--- config.mk ---
export PLATFORM = sky130hd
export DESIGN_NAME = i2c_arbiter
export DESIGN_NICKNAME = d
export VERILOG_FILES = /design/src/rtl/i2c_arbiter.sv
export SDC_FILE = /design/constraint.sdc
export NUM_CORES = 1
export LEC_CHECK = 0
export CAP_MARGIN = 40
export CORE_MARGIN = 8
export CORE_UTILIZATION = 40
export CTS_BUF_LIST = sky130_fd_sc_hd__clkbuf_16
export DETAILED_ROUTE_END_ITERATION = 10
export GPL_TIMING_DRIVEN = 0
export PLACE_DENSITY = 0.69
export SYNTH_ARGS = -nofsm -noshare
export SYNTH_HDL_FRONTEND = slang
export SYNTH_SLANG_ARGS = --single-unit
--- constraint.sdc ---
create_clock -name clk_100 -period 2.5 [get_ports clk_100]
set_clock_uncertainty 0.15 [all_clocks]
set_input_delay 0.25 -clock clk_100 [delete_from_list [all_inputs] [get_ports clk_100]]
set_output_delay 0.25 -clock clk_100 [all_outputs]
set_load 0.02 [all_outputs]
--- src/rtl/i2c_arbiter.sv ---
// rtl/i2c_arbiter.sv - two-requester round-robin arbiter in front of a single I2C write engine
//
// Ports:
//   clk_100          system clock, single domain
//   rst_100          synchronous active-high reset
//   m0_req, m1_req   one-cycle write request; m0 = config sequencer, m1 = runtime control
//   m0_data, m1_data {dev_addr[7:0], reg[15:0], val[7:0]}, sampled with mN_req
//   m0_ack, m1_ack   one-cycle completion pulse
//   m0_tout, m1_tout one-cycle pulse with mN_ack when the transfer timed out
//   m0_busy, m1_busy request held, from capture until mN_ack
//   m0_ovf, m1_ovf   sticky: a request arrived while one was already held and was dropped
//   eng_req          one-cycle request to the I2C engine
//   eng_data         word for the engine, held from ISSUE until the next ISSUE
//   eng_ack          one-cycle done pulse from the engine
module i2c_arbiter #(
  parameter int TIMEOUT_CYC = 2000000
) (
  input  logic        clk_100,
  input  logic        rst_100,
  input  logic        m0_req,
  input  logic [31:0] m0_data,
  input  logic        m1_req,
  input  logic [31:0] m1_data,
  output logic        m0_ack,
  output logic        m1_ack,
  output logic        m0_tout,
  output logic        m1_tout,
  output logic        m0_busy,
  output logic        m1_busy,
  output logic        m0_ovf,
  output logic        m1_ovf,
  output logic        eng_req,
  output logic [31:0] eng_data,
  input  logic        eng_ack
);

  typedef enum logic [1:0] {
    IDLE  = 2'd0,
    ISSUE = 2'd1,
    WAIT  = 2'd2,
    DONE  = 2'd3
  } state_t;

  localparam bit          TIMEOUT_EN = (TIMEOUT_CYC != 0);
  localparam logic [31:0] TIMER_LAST = 32'(TIMEOUT_CYC - 1);

  state_t      state, state_nxt;
  logic        pend0, pend1;
  logic [31:0] data0, data1;
  logic        ovf0, ovf1;
  logic        grant, grant_nxt;
  logic        last_grant;
  logic        timed_out, timed_out_nxt;
  logic [31:0] timer;
  logic        tout_hit;
  logic        done0, done1;
  logic        accept0, accept1;

  always_ff @(posedge clk_100) begin
    if (rst_100) begin
      state <= IDLE;
    end else begin
      state <= state_nxt;
    end
  end

  always_comb begin
    state_nxt     = state;
    grant_nxt     = grant;
    timed_out_nxt = timed_out;
    tout_hit      = TIMEOUT_EN && (timer == TIMER_LAST);
    eng_req       = 1'b0;
    m0_ack        = 1'b0;
    m1_ack        = 1'b0;
    m0_tout       = 1'b0;
    m1_tout       = 1'b0;

    case (state)
      IDLE: begin
        if (pend0 || pend1) begin
          state_nxt = ISSUE;
          // On a tie the requester that was not served last wins.
          if (pend0 && pend1) grant_nxt = ~last_grant;
          else                grant_nxt = pend1;
        end
      end
      ISSUE: begin
        eng_req       = 1'b1;
        timed_out_nxt = 1'b0;
        state_nxt     = WAIT;
      end
      WAIT: begin
        // A completion in the same cycle as the timeout terminal counts as ok.
        if (eng_ack) begin
          timed_out_nxt = 1'b0;
          state_nxt     = DONE;
        end else if (tout_hit) begin
          timed_out_nxt = 1'b1;
          state_nxt     = DONE;
        end
      end
      DONE: begin
        m0_ack    = ~grant;
        m1_ack    = grant;
        m0_tout   = ~grant & timed_out;
        m1_tout   = grant & timed_out;
        state_nxt = IDLE;
      end
      default: state_nxt = IDLE;
    endcase
  end

  // A request arriving in the DONE cycle of its own transfer refills the
  // slot being released rather than being counted as an overflow.
  assign done0   = (state == DONE) && !grant;
  assign done1   = (state == DONE) && grant;
  assign accept0 = m0_req && (!pend0 || done0);
  assign accept1 = m1_req && (!pend1 || done1);

  always_ff @(posedge clk_100) begin
    if (rst_100) begin
      pend0      <= 1'b0;
      pend1      <= 1'b0;
      data0      <= '0;
      data1      <= '0;
      ovf0       <= 1'b0;
      ovf1       <= 1'b0;
      grant      <= 1'b0;
      last_grant <= 1'b1;
      timed_out  <= 1'b0;
      timer      <= '0;
      eng_data   <= '0;
    end else begin
      grant     <= grant_nxt;
      timed_out <= timed_out_nxt;

      if (state == IDLE && state_nxt == ISSUE) begin
        eng_data <= grant_nxt ? data1 : data0;
      end

      if (state == ISSUE) begin
        timer <= '0;
      end else if (state == WAIT) begin
        timer <= timer + 32'd1;
      end

      if (state == DONE) begin
        last_grant <= grant;
      end

      if (accept0) begin
        pend0 <= 1'b1;
        data0 <= m0_data;
      end else if (done0) begin
        pend0 <= 1'b0;
      end
      if (m0_req && !accept0) ovf0 <= 1'b1;

      if (accept1) begin
        pend1 <= 1'b1;
        data1 <= m1_data;
      end else if (done1) begin
        pend1 <= 1'b0;
      end
      if (m1_req && !accept1) ovf1 <= 1'b1;
    end
  end

  assign m0_busy = pend0;
  assign m1_busy = pend1;
  assign m0_ovf  = ovf0;
  assign m1_ovf  = ovf1;

endmodule
==> flow_summary.toml <==
[layout]
fin_cells = 978
drive_gt1_frac = 0.0664
finish.utilization = 0.550
final_common_cell = "nand2_1"
antenna_cells = 0
nFillCells = 1279
area_growth_pct = 34.8
layout_common_cells = "nand2_1, dfxtp_1, clkdlybuf4s50_1, a21oi_1, nor2_1"
fin_nets = 860

[sta]
slew_headroom = 0.637
worst_pin_slew_ns = 0.539
finalSetupViolations = 0
hold_ws_ns = 0.235
hold_viol = 0
post-route-period-util = 0.962
final_max_slew_viol_count = 0
rsz0062_at_grt = "no"
fin_crit_ns = 2.40
fmax_mhz = 416

[worst_setup_path]
crit_path_cell_trace = "or4b_1 -> or4_4 -> o21ai_4 -> buf_12 -> buf_6 -> a21oi_1 -> a311oi_1"
crit_fanout = 10
worstPathArrival_ns = 2.57
worstPathRequired_ns = 2.67
crit_path_max_incr_delay_ns = 0.52
start_kind = "flip-flop"
worst_path_max_delay_cell = "or4_4"
crit_type = "reg2reg"
end_kind = "flip-flop"

[logic_synthesis]
synthFlopType = "dfxtp_1"
syn-num-nets = 729
ys_warn_count = 0
synth-seq-cells = 137
ys_seq_area_frac = 0.488
synth_edf_count = 0
async_reset_ff_frac = 0
yosysTopAreaCell = "dfxtp_1"
avgSynthCellArea_sq_um = 8.59
synth_cell_types = 38
synth.top_cell.area_share = 0.488
syn_area_sq_um = 5620
ys_top_cells_by_area = "dfxtp_1, nand2_1, a21oi_1"
synthCells = 654

[placed_design]
dpl.hpwl_mm = 11.9
port_buffers = 108
dp.cells = 943
place_congestion = 0.849

[die]
fp-row-count = 43
core_area_sq_um = 13800
die_y_um = 134
die-area_sq_um = 18100
ioPinCount = 110
start_util = 0.408
die_w_um = 134

[clock_network]
cts_buffers = 17
cts.sinks = 137
htree_num_levels = 4
cts_hold_buffers = 0
clock_latency_ns = 0.42
clock_tree.buffer_depth = 2
cts_root_buffer = "clkbuf_16"
cts_tree = "done"
path_clk_slew_ns = 0.06

[route]
totalWireLength_mm = 15.9
drtIter0Drc = 273
wire_per_inst_um = 16.3
vias = 5144
dr.pass1.iters = 5
ant_nets = 0
via_per_inst = 5.26
drcViolationCount = 0

[global_routing]
grt_max_degree = 17
gr-total-overflow = 0
grt_pass1_vias = 5280
grt_pass1_wl_mm = 25.7
antenna_found_initial = 0
grt_usage = 0.177

[pwr]
ir_drop_mv = 0.429
total_power_w = 0.00674
p_per_area_nw_per_um2 = 890
leakage_nw = 2.71

[worst_hold_path]
hold_class = "in2reg"

[flow_run]
maxCapViolCount = 0

[status]
outcome = "completed"
-- sequential cells by signal, summed over array words and instances (netlist names), 2 cells and up --
name	cells
data0	32
state	2
data1	32
timer	32
eng_data	32
-- final timing paths --
kind / to / cells past startpoint / from / slack (ns)
max reg2reg: eng_data[24] / 7 / timer[11] / 0.1
max: eng_data[24] / 7 / timer[11] / 0.1
min: data0[21] / 3 / m0_data[21] / 0.23
min reg2reg: data0[27] / 2 / data0[27] / 0.30
-- final cells by class --
cell class | count | area [sq um] | share of cell area
Clock buffer | 17 | 425 | 0.0562
Buffer | 48 | 220 | 0.0291
Timing Repair Buffer | 113 | 1130 | 0.149
Clock inverter | 15 | 134 | 0.0177
Sequential cell | 137 | 2740 | 0.362
Tap cell | 180 | 225 | 0.0297
Inverter | 6 | 22.5 | 0.00297
Multi-Input combinational cell | 462 | 2670 | 0.353
-- logic make-up (layout without fill, tap and decap cells) --
| kind of cell | count (synthesis) | in the layout | synth area share |
|---|---|---|---|
| and+or+nand+nor | 249 | 249 | 0.197 |
| AOI/OAI and AO/OA | 145 | 145 | 0.156 |
| DFF | 137 | 137 | 0.488 |
| buffers and inverters | 55 | 199 | 0.0414 |
| muxes | 33 | 33 | 0.0588 |
| xor gates and xnor gates | 29 | 29 | 0.0452 |
| adders and majority gates | 6 | 6 | 0.0134 |
-- synthesized netlist by cell type (7+ instances only) --
master    count
xor2_1       23
mux2i_1      33
nand4_1      17
a311oi_1     32
nor2_1       40
nand3_1       7
dfxtp_1     137
nand2_1     147
clkbuf_1     42
a21oi_1     103
-- through the flow --
stage	instance area [sq um]	TNS [ns]	worst slack [ns]
6_report	7570	0	0.0959
5_1_grt	7570	0	0.00318
4_1_cts	7550	0	0.00235
3_5_place_dp	6930	-9.72	-0.374
3_3_place_gp	6920	-7.55	-0.462
2_1_floorplan	5620	0	0.180
-- layer usage --
| metal | track usage | share of wire |
|---|---|---|
| met3 | 0.0464 | 0.056 |
| met4 | 0.0624 | 0.010 |
| met2 | 0.311 | 0.51 |
| met5 | 0 | 0 |
| met1 | 0.202 | 0.43 |
-- what timing repair did --
item,4_1_cts,5_1_grt
setup endpoints to repair,47,38
resized for setup,9,12
endpoints found under the hold margin,0,0
setup buffers,3,1
pin swaps,2,10
-- critical path: cells and delay by family, from the launching register on --
kind	cells	cell delay [ns]
compound gates	3	0.50
flops	1	0.34
buf+inv	2	0.28
simple gates	2	1.03
-- power breakdown --
group | leakage (nW) | internal [W] | switching, W
Combinational | 1.32 | 0.000786 | 0.000975
Clock | 0.274 | 0.00145 | 0.000929
Sequential | 1.12 | 0.00244 | 0.000165
Total | 2.71 | 0.00467 | 0.00207
Note: power is estimated with default switching activity, not from simulation.
